`src/rtl/apb_spi_rx_read_handler_pkg.sv`:
```
// Shared definitions for the SPI receive-side APB read handler: register map,
// FSM state encoding and STATUS field layout.
package apb_rd_pkg;

  localparam int unsigned ADDR_RXDATA = 0;
  localparam int unsigned ADDR_STATUS = 1;

  // STATUS flags sit directly above the rx_level field, so offsets are relative to its width
  localparam int unsigned ST_EMPTY_OFS = 0;
  localparam int unsigned ST_FULL_OFS  = 1;
  localparam int unsigned ST_OVF_OFS   = 2;

  typedef enum logic [1:0] {
    IDLE = 2'd0,
    WAIT = 2'd1,
    RESP = 2'd2
  } rd_state_e;

endpackage

```
`src/rtl/apb_spi_rx_read_handler_fifo.sv`:
```
// Synchronous FIFO for received SPI words: power-of-two depth, wrapping pointers,
// occupancy counter. Pushes into a full FIFO are dropped unless a pop happens in the same cycle.
module sync_fifo
  import apb_rd_pkg::*;
#(
  parameter int DATA_W = 16,
  parameter int DEPTH  = 4
) (
  input  logic                     clk_i,
  input  logic                     rst_i,
  input  logic                     push_i,
  input  logic                     pop_i,
  input  logic [DATA_W-1:0]        wdata_i,
  output logic [DATA_W-1:0]        rdata_o,
  output logic                     full_o,
  output logic                     empty_o,
  output logic [$clog2(DEPTH):0]   level_o
);

  localparam int PTR_W = $clog2(DEPTH);

  logic [DATA_W-1:0] mem_q [DEPTH];
  logic [PTR_W-1:0]  wr_ptr_q, wr_ptr_d;
  logic [PTR_W-1:0]  rd_ptr_q, rd_ptr_d;
  logic [PTR_W:0]    count_q, count_d;
  logic              push_ok, pop_ok;

  assign full_o  = (count_q == (PTR_W+1)'(DEPTH));
  assign empty_o = (count_q == '0);
  assign pop_ok  = pop_i && !empty_o;
  assign push_ok = push_i && (!full_o || pop_ok);
  assign rdata_o = mem_q[rd_ptr_q];
  assign level_o = count_q;

  always_comb begin
    wr_ptr_d = wr_ptr_q;
    rd_ptr_d = rd_ptr_q;
    count_d  = count_q;
    if (push_ok) wr_ptr_d = wr_ptr_q + PTR_W'(1);
    if (pop_ok)  rd_ptr_d = rd_ptr_q + PTR_W'(1);
    case ({push_ok, pop_ok})
      2'b10:   count_d = count_q + (PTR_W+1)'(1);
      2'b01:   count_d = count_q - (PTR_W+1)'(1);
      default: count_d = count_q;
    endcase
  end

  always_ff @(posedge clk_i) begin
    if (rst_i) begin
      wr_ptr_q <= '0;
      rd_ptr_q <= '0;
      count_q  <= '0;
    end else begin
      wr_ptr_q <= wr_ptr_d;
      rd_ptr_q <= rd_ptr_d;
      count_q  <= count_d;
    end
  end

  // Storage carries no reset: emptying the pointers is enough to discard contents
  always_ff @(posedge clk_i) begin
    if (push_ok) mem_q[wr_ptr_q] <= wdata_i;
  end

endmodule

```
`src/rtl/apb_spi_rx_read_handler.sv`:
```
// APB read-path slave: pops received SPI words on RXDATA, reports STATUS, stalls on empty.
// Optional wait-state timeout enabled with `define APB_RD_TIMEOUT_EN.
module apb_spi_rx_read_handler
  import apb_rd_pkg::*;
#(
  parameter int DATA_W  = 16,
  parameter int DEPTH   = 4,
  parameter int ADDR_W  = 4,
  parameter int TIMEOUT = 64
) (
  input  logic                   PCLK,
  input  logic                   PRESET,
  input  logic                   PSEL,
  input  logic                   PENABLE,
  input  logic                   PWRITE,
  input  logic [ADDR_W-1:0]      PADDR,
  output logic [DATA_W-1:0]      PRDATA,
  output logic                   PREADY_R,
  output logic                   PSLVERR,
  input  logic [DATA_W-1:0]      APB_data_in,
  input  logic                   SPI_done,
  output logic [$clog2(DEPTH):0] rx_level
);

  localparam int LVL_W = $clog2(DEPTH) + 1;

  if (DEPTH < 2 || (DEPTH & (DEPTH - 1)) != 0 || TIMEOUT < 1 || DATA_W < LVL_W + 3)
  begin : g_bad_cfg
    $error("apb_spi_rx_read_handler: unsupported parameter set");
  end

  rd_state_e         state_q, state_d;
  logic [DATA_W-1:0] prdata_q, prdata_d;
  logic              pready_q, pready_d;
  logic              pslverr_q, pslverr_d;
  logic              ovf_q, ovf_d;
  logic              ovf_clr, ovf_set, pop;
  logic              rd_acc, is_rx, is_st;
  logic [DATA_W-1:0] fifo_rdata, status_w;
  logic              fifo_full, fifo_empty;
  logic [LVL_W-1:0]  fifo_level;

  sync_fifo #(.DATA_W(DATA_W), .DEPTH(DEPTH)) u_fifo (
    .clk_i   (PCLK),
    .rst_i   (PRESET),
    .push_i  (SPI_done),
    .pop_i   (pop),
    .wdata_i (APB_data_in),
    .rdata_o (fifo_rdata),
    .full_o  (fifo_full),
    .empty_o (fifo_empty),
    .level_o (fifo_level)
  );

  assign rd_acc  = PSEL && PENABLE && !PWRITE;
  assign is_rx   = (PADDR == ADDR_W'(ADDR_RXDATA));
  assign is_st   = (PADDR == ADDR_W'(ADDR_STATUS));
  assign ovf_set = SPI_done && fifo_full && !pop;

  always_comb begin
    status_w = '0;
    status_w[LVL_W-1:0]            = fifo_level;
    status_w[LVL_W + ST_EMPTY_OFS] = fifo_empty;
    status_w[LVL_W + ST_FULL_OFS]  = fifo_full;
    status_w[LVL_W + ST_OVF_OFS]   = ovf_q;
  end

`ifdef APB_RD_TIMEOUT_EN
  localparam int TMR_W = $clog2(TIMEOUT + 1);
  logic [TMR_W-1:0] timer_q, timer_d;
`endif

  always_comb begin
    state_d   = state_q;
    prdata_d  = prdata_q;
    pready_d  = 1'b0;
    pslverr_d = 1'b0;
    pop       = 1'b0;
    ovf_clr   = 1'b0;
`ifdef APB_RD_TIMEOUT_EN
    timer_d   = '0;
`endif
    case (state_q)
      IDLE: begin
        if (rd_acc) begin
          if (is_rx && fifo_empty) begin
            state_d = WAIT;
          end else begin
            state_d  = RESP;
            pready_d = 1'b1;
            if (is_rx) begin
              prdata_d = fifo_rdata;
              pop      = 1'b1;
            end else if (is_st) begin
              prdata_d = status_w;
              ovf_clr  = 1'b1;
            end else begin
              prdata_d  = '0;
              pslverr_d = 1'b1;
            end
          end
        end
      end
      WAIT: begin
        // Master abort: drop back without touching the FIFO
        if (!PSEL) begin
          state_d = IDLE;
        end else if (!fifo_empty) begin
          state_d  = RESP;
          pready_d = 1'b1;
          prdata_d = fifo_rdata;
          pop      = 1'b1;
        end
`ifdef APB_RD_TIMEOUT_EN
        else if (timer_q == TMR_W'(TIMEOUT - 1)) begin
          state_d   = RESP;
          pready_d  = 1'b1;
          prdata_d  = '0;
          pslverr_d = 1'b1;
        end else begin
          timer_d = timer_q + TMR_W'(1);
        end
`endif
      end
      RESP:    state_d = IDLE;
      default: state_d = IDLE;
    endcase

    // A new overflow in the same cycle as a STATUS read must not be lost
    ovf_d = ovf_q;
    if (ovf_clr) ovf_d = 1'b0;
    if (ovf_set) ovf_d = 1'b1;
  end

  always_ff @(posedge PCLK) begin
    if (PRESET) begin
      state_q   <= IDLE;
      prdata_q  <= '0;
      pready_q  <= 1'b0;
      pslverr_q <= 1'b0;
      ovf_q     <= 1'b0;
    end else begin
      state_q   <= state_d;
      prdata_q  <= prdata_d;
      pready_q  <= pready_d;
      pslverr_q <= pslverr_d;
      ovf_q     <= ovf_d;
    end
  end

`ifdef APB_RD_TIMEOUT_EN
  always_ff @(posedge PCLK) begin
    if (PRESET) timer_q <= '0;
    else        timer_q <= timer_d;
  end
`endif

  assign PRDATA   = prdata_q;
  assign PREADY_R = pready_q;
  assign PSLVERR  = pslverr_q;
  assign rx_level = fifo_level;

endmodule

```
`config.mk`:
```
export PLATFORM = sky130hd
export DESIGN_NAME = apb_spi_rx_read_handler
export DESIGN_NICKNAME = d
export VERILOG_FILES = /design/src/rtl/apb_spi_rx_read_handler_pkg.sv /design/src/rtl/apb_spi_rx_read_handler_fifo.sv /design/src/rtl/apb_spi_rx_read_handler.sv
export SDC_FILE = /design/constraint.sdc
export NUM_CORES = 1
export LEC_CHECK = 0
export CORE_AREA = 3 3 84 86
export CTS_BUF_LIST = sky130_fd_sc_hd__clkbuf_8
export CTS_CLUSTER_DIAMETER = 80
export CTS_CLUSTER_SIZE = 24
export DETAILED_ROUTE_END_ITERATION = 16
export DIE_AREA = 0 0 87 89
export DONT_BUFFER_PORTS = 1
export PLACE_DENSITY = 0.74
export RECOVER_POWER = 50
export SETUP_SLACK_MARGIN = 0.15
export SYNTH_ARGS = -nofsm -noshare
export SYNTH_HDL_FRONTEND = slang
export SYNTH_HIERARCHICAL = 1
export SYNTH_SLANG_ARGS = --single-unit
export TNS_END_PERCENT = 5
```
`constraint.sdc`:
```
create_clock -name PCLK -period 5.1 [get_ports PCLK]
set_input_delay 0.51 -clock PCLK [delete_from_list [all_inputs] [get_ports PCLK]]
set_output_delay 0.51 -clock PCLK [all_outputs]
set_load 0.005 [all_outputs]
```
Word level (Yosys, flattened, before mapping)
Memories as Yosys holds them, arrays and structs flattened. A register that Yosys moved wholly into a read port is not among the register bits. Cells that the tools add are included.

Bits in registers: 28. RAM bits: 64. Input port bits: 26. Output and inout port bits: 21. Word-level logic and storage cells: 80. Memories kept: 1.

Memories: u_fifo.mem_q (words 4, bits a word 16, read ports 1, clocked after memory_dff 1, wr ports 1, RTL line apb_spi_rx_read_handler_fifo.sv:22) `logic [DATA_W-1:0] mem_q [DEPTH];`.

Add/subtract/negate cells: 4. Equality and inequality tests: 10. Muxes and demuxes: 34. Bitwise operators: 2. Reduce and logical (&&, ||, !) cells: 21.

Operators with widths (count): $mux 16 (5); $pmux 16 s2 (1); $mux 1 (17); $mux 2 (6); $ne 2x2->1 const B (4); $logic_and 1x1->1 (7); $mux 6 (1); $pmux 3 s2 (1); $reduce_bool 2->1 (3); $reduce_and 5->1 (1); $reduce_or 5->1 (1); $add 2x1->2 const B (2); $eq 2x1->1 const B (2); $eq 4x1->1 const B (1); $logic_not 1->1 (4); $logic_not 4->1 (1); $pmux 1 s2 (2); $pmux 2 s2 (1); $add 3x1->3 const B (1); $eq 3x3->1 const B (1); $logic_not 3->1 (1); $ne 3x3->1 const B (1); $sub 3x1->3 const B (1); $eq 2x2->1 const B (1); 4 further kinds (5).

Depth between registers and ports, before layout
Depth in word-level cells: 10. Mapped depth: 9. Mapped depth without buffers: 9.

By module
The synthesis kept the hierarchy.

Modules (own cells, without submodules): sync_fifo (times used 1, cells each 143, area an instance 2845.2 sq um, seq. area each 2102.0 sq um); apb_spi_rx_read_handler (times used 1, cells each 102, area an instance 944.7 sq um, seq. area each 420.4 sq um).

Worst setup path before layout
Ideal clock, no wire load.

Path kind: input -> register. From: in PADDR[0]. To: reg u_fifo.count_q[2] (netlist: u_fifo/level_o[2]). Library setup time: 0.123 ns. Arrival: 2.893 ns. Path slack: 2.084 ns. Stages: 9. Path buffers: 0. Path through: nor4_4 > a21oi_1 > nor3_1 > o31a_1 > nand2b_1 > fa_1 > nand2b_1 > o31ai_2 > mux2_1.

Longest elaborated chain between the ends: 10. Elaborated cells on any way between the ends: 13. Those cells by class: eq/ne: 2; mux: 5; reduce/logical: 6.

Ends and longest elaborated chain: start, declared (RTL line apb_spi_rx_read_handler.sv:16) `input logic [ADDR_W-1:0] PADDR,`; $logic_not 4->1 (*) (RTL line apb_spi_rx_read_handler.sv:56) `assign is_rx = (PADDR == ADDR_W'(ADDR_RXDATA));`; $mux 1 / $logic_and 1x1->1 (equally long branches) (RTL line apb_spi_rx_read_handler.sv:91, apb_spi_rx_read_handler.sv:86); $mux 1 (*) (RTL line apb_spi_rx_read_handler.sv:86) `if (is_rx && fifo_empty) begin`; $mux 1 (*) (RTL line apb_spi_rx_read_handler.sv:85) `if (rd_acc) begin`; $pmux 1 s2 (*) (RTL line apb_spi_rx_read_handler.sv:83) `case (state_q)`; net pop (RTL line apb_spi_rx_read_handler.sv:37) `logic ovf_clr, ovf_set, pop;`; $logic_and 1x1->1 (*) (RTL line apb_spi_rx_read_handler_fifo.sv:30) `assign pop_ok = pop_i && !empty_o;`; $logic_or 1x1->1 (RTL line apb_spi_rx_read_handler_fifo.sv:31) `assign push_ok = push_i && (!full_o || pop_ok);`; $logic_and 1x1->1 (RTL line apb_spi_rx_read_handler_fifo.sv:31); $eq 2x1->1 / $eq 2x2->1 (equally long branches) (RTL line apb_spi_rx_read_handler_fifo.sv:41) `case ({push_ok, pop_ok})`; $pmux 3 s2 / $reduce_bool 2->1 (equally long branches); end signal, assigned (RTL line apb_spi_rx_read_handler_fifo.sv:56) `count_q <= count_d;`; end, declared (RTL line apb_spi_rx_read_handler_fifo.sv:25) `logic [PTR_W:0] count_q, count_d;`.

Mark *: on every way through the listed nets, which the timed path passes. The rest lies on a longest branch. A chain may end at the register's enable or synchronous reset.

Worst setup path after layout
From: reg u_fifo.count_q[0] (netlist: u_fifo/level_o[0]). To: reg u_fifo.count_q[2] (netlist: u_fifo/level_o[2]).

Longest elaborated chain between the ends: 10. Elaborated cells on any way between the ends: 19. Those cells by class: add/sub: 2; eq/ne: 3; mux: 6; reduce/logical: 8.

Ends and longest elaborated chain: $logic_not 3->1 (*) (RTL line apb_spi_rx_read_handler_fifo.sv:29) `assign empty_o = (count_q == '0);`; net fifo_empty (RTL line apb_spi_rx_read_handler.sv:40) `logic fifo_full, fifo_empty;`; $logic_and 1x1->1 (RTL line apb_spi_rx_read_handler.sv:86); $mux 1 (RTL line apb_spi_rx_read_handler.sv:86); $mux 1 (RTL line apb_spi_rx_read_handler.sv:85); $pmux 1 s2 (*) (RTL line apb_spi_rx_read_handler.sv:83); net pop (RTL line apb_spi_rx_read_handler.sv:37); $logic_and 1x1->1 (*) (RTL line apb_spi_rx_read_handler_fifo.sv:30); $logic_or 1x1->1 (RTL line apb_spi_rx_read_handler_fifo.sv:31); $logic_and 1x1->1 (RTL line apb_spi_rx_read_handler_fifo.sv:31); $eq 2x1->1 / $eq 2x2->1 (equally long branches) (RTL line apb_spi_rx_read_handler_fifo.sv:41); $pmux 3 s2 / $reduce_bool 2->1 (equally long branches).

Marked as above.

==> metrics.log <==
INFO  metric cellLeakagePower = 1.21 nW
INFO  metric synth_top_family_by_area = multiplexers
INFO  metric top_level_ports = 47
INFO  metric final-setup-viol-count = 0
INFO  metric syn-cell-area = 0.00379 mm^2
INFO  metric critPathArrivalTime = 3370 ps
INFO  metric track_usage = 0.192
INFO  metric synth_fa_ha_area_frac = 0.0185
INFO  metric floorplan.rows = 29
INFO  metric design.die.area = 0.00774 mm^2
INFO  metric rsz_0062_raised_after_global_routing = no
INFO  metric synth_area_in_compound_gates = 0.0839
INFO  metric mappedNetlistNets = 276
INFO  metric setup.reg_to_reg.worst_slack = 1980 ps
INFO  metric synthToLayoutAreaGrowth = 4.26%
INFO  metric routedWlPerCell = 20.9 um
INFO  metric fin_cells = 325
INFO  metric timing.final.hold_violations = 0
INFO  metric floorplan.die.height = 89 um
INFO  metric synthesis.yosys.warnings = 6
INFO  metric timing.max_slew.rel_slack = 0.402
INFO  metric post_synth_and_or_nand_nor_area_fraction = 0.0815
INFO  metric drt_drc_violations_left = 0
INFO  metric synthesis.area_per_instance = 15.5 um^2
INFO  metric post_cts.repair.setup_buffers = 0
INFO  metric gp_congestion = 0.834
INFO  metric via_count = 1986
INFO  metric synthesis.instances = 245
INFO  metric die_x = 87 um
INFO  metric crit_fanout = 11
INFO  metric wl = 6.79 mm
INFO  metric critical_path_required = 5340 ps
INFO  metric dp.final_hpwl = 4.25 mm
INFO  metric postCtsResizedCells = 0
INFO  metric cts_hold_buffers = 0
INFO  metric post_synth_most_frequent_cells = sky130_fd_sc_hd__edfxtp_1, sky130_fd_sc_hd__dfxtp_1, sky130_fd_sc_hd__a21oi_1
INFO  metric port_buffers = 0
INFO  metric detail_route.vias_per_cell = 6.11
INFO  metric place_ws = 1860 ps
INFO  metric xor_and_xnor_area_share_after_synthesis = 0.0116
INFO  metric clk_path_buf_depth = 2
INFO  metric worstSetupStartpointType = flop
INFO  metric yosys-mux-area-fraction = 0.101
INFO  metric antenna_found_initial = 0
INFO  metric cts_htree_levels = 3
INFO  metric async_reset_ff_frac = 0
INFO  metric synth.yosys.seq_area_share = 0.666
INFO  metric grt_pass1_wl = 10.6 mm
INFO  metric global_route.overflow_total = 0
INFO  metric post-synth-top-count-cell = sky130_fd_sc_hd__edfxtp_1
INFO  metric slowest_stage = sky130_fd_sc_hd__nor3_1
INFO  metric setup-tns-final = 0 ps
INFO  metric detail-route-antenna-nets = 0
INFO  metric end_kind = flop
INFO  metric power.density_cell_area = 339 mW/mm^2
INFO  metric timing_worst_setup_path_type = flop to flop
INFO  metric ys_seq_elements = 94
INFO  metric actual_transition_at_the_worst_max_transition_pin = 898 ps
INFO  metric fin_crit_sh = 0.613
INFO  metric fin_worst_hold_slack = 216 ps
INFO  metric start_util = 0.597
INFO  metric achievable-frequency = 320 MHz
INFO  metric placeableCoreArea = 0.00635 mm^2
INFO  metric drtIter0Drc = 148
INFO  metric synthFlopType = sky130_fd_sc_hd__edfxtp_1
INFO  metric slew_viol_final = 0
INFO  metric cts_tree = built
INFO  metric cts.reportedPaths.clkPinSlew = 80 ps
INFO  metric critical_path_cell_sequence = nor3_1 > nor3_1 > o31a_1 > nand2b_1 > fa_1 > nand2b_1 > o31ai_2 > mux2_1
INFO  metric layout_min_cycle_time = 3120 ps
INFO  metric max-cap-violations = 0
INFO  metric place_inst = 309
INFO  metric fillCellCount = 473
INFO  metric synthDominantCellAreaShare = 0.507
INFO  metric layout-drive-gt1-share = 0.149
INFO  metric root_buffer = sky130_fd_sc_hd__clkbuf_8
INFO  metric clock_insertion_delay_worst_skew = 360 ps
INFO  metric largest_net_degree_at_the_start_of_global_routing = 32
INFO  metric via_count_of_the_first_global_routing_pass = 1992
INFO  metric numCtsBuffers = 9
INFO  metric cpPeakStageDelay = 680 ps
INFO  metric min-delay-path-class = primary input to flop
INFO  metric antennaDiodeCount = 0
INFO  metric run_status = complete, no violations
INFO  metric final.setup.worst_slack = 1980 ps
INFO  metric first_pass_iteration_count_of_the_detailed_router = 4
INFO  metric synth-edff-count = 64
INFO  metric synth.lib_cells_used.distinct = 48
INFO  metric yosys-top-cells-area = sky130_fd_sc_hd__edfxtp_1, sky130_fd_sc_hd__dfxtp_1, sky130_fd_sc_hd__mux4_2
INFO  metric clock_sink_count = 94
INFO  metric finClkSkew = 9.92 ps
INFO  metric layout.nets = 274
INFO  metric irDropWorstVdd = 0.247 mV
INFO  metric post-synth-top-area-cell = sky130_fd_sc_hd__edfxtp_1
[worst paths after layout]
check | startpoint | endpoint | depth (start not counted)
setup / recovery | u_fifo/level_o[0] | u_fifo/level_o[2] | 8
setup reg to reg | u_fifo/level_o[0] | u_fifo/level_o[2] | 8
hold reg to reg | PRDATA[10] | PRDATA[10] | 2
hold / removal | PRESET | PRDATA[10] | 1
[registers in the layout, summed over array words and instances, names as in the netlist, named ones only]
signal	cells
u_fifo/wr_ptr_q	2
PRDATA	16
PSLVERR	1
state_q	2
ovf_q	1
u_fifo/level_o	3
u_fifo/mem_q	64
PREADY_R	1
u_fifo/rd_ptr_q	2
[power by group]
| part | switching, mW | internal, mW |
|---|---|---|
| sequential | 0.0121 | 0.847 |
| combinational | 0.0368 | 0.0246 |
| clock | 0.245 | 0.173 |
[critical path: cells and delay by family, from the launching register on]
| kind | cells | cell delay (ps) |
|---|---|---|
| AND/OR/NAND/NOR | 4 | 1130 |
| flip-flops | 1 | 600 |
| AO/OA/AOI/OAI | 2 | 550 |
| multiplexers | 1 | 330 |
| adder cells (fa/ha/maj) | 1 | 390 |
[through the flow]
step                      power, mW  instance area [um^2]  utilization
after floorplan               0.927                  3790            -
after global placement        0.937                  3790        0.596
after detailed placement      0.939                  3790        0.596
after CTS                      1.35                  3950        0.622
after global routing           1.39                  3950        0.622
final                          1.34                  3950        0.622
[kinds of logic after synthesis]
logic type / after synthesis
mux: 18
buf+inv: 22
fa+ha+maj: 5
simple gates: 50
xor+xnor: 5
flops: 94
compound gates: 51
[final cells by class]
cell class	count	area, um^2	area share
sequential	94	2520	0.638
multi-input combinational	129	1120	0.284
clock buffer	9	124	0.0313
tap	77	96.3	0.0244
clock inverter	7	42.5	0.0108
timing repair buffer	3	22.5	0.00570
inverter	6	22.5	0.00570
[layer usage]
metal  track usage  part of all wire  vias to the layer above
li1              -                 -                      946
met1         0.237              0.43                      973
met2         0.309              0.48                       59
met3        0.0645             0.070                        8
met4        0.0878             0.019                        0
met5             0                 0                        -
[cell usage in the layout (no fill, tap or decap), types with 3 or more instances in the layout]
cell type and n:
sky130_fd_sc_hd__edfxtp_1 64, sky130_fd_sc_hd__dfxtp_1 30, sky130_fd_sc_hd__a21oi_1 17, sky130_fd_sc_hd__mux4_2 16
sky130_fd_sc_hd__o21ai_0 11, sky130_fd_sc_hd__nand4_1 10, sky130_fd_sc_hd__clkbuf_8 9, sky130_fd_sc_hd__nor2_1 8
sky130_fd_sc_hd__a211oi_1 7, sky130_fd_sc_hd__inv_1 7, sky130_fd_sc_hd__nor3_1 6, sky130_fd_sc_hd__a22oi_1 6
sky130_fd_sc_hd__nand2b_1 5, sky130_fd_sc_hd__and2_1 4, sky130_fd_sc_hd__ha_1 4, sky130_fd_sc_hd__nand2_1 3
sky130_fd_sc_hd__clkinvlp_4 3, sky130_fd_sc_hd__buf_4 3, sky130_fd_sc_hd__xor2_1 3
Note: power is estimated with default switching activity, not from simulation.
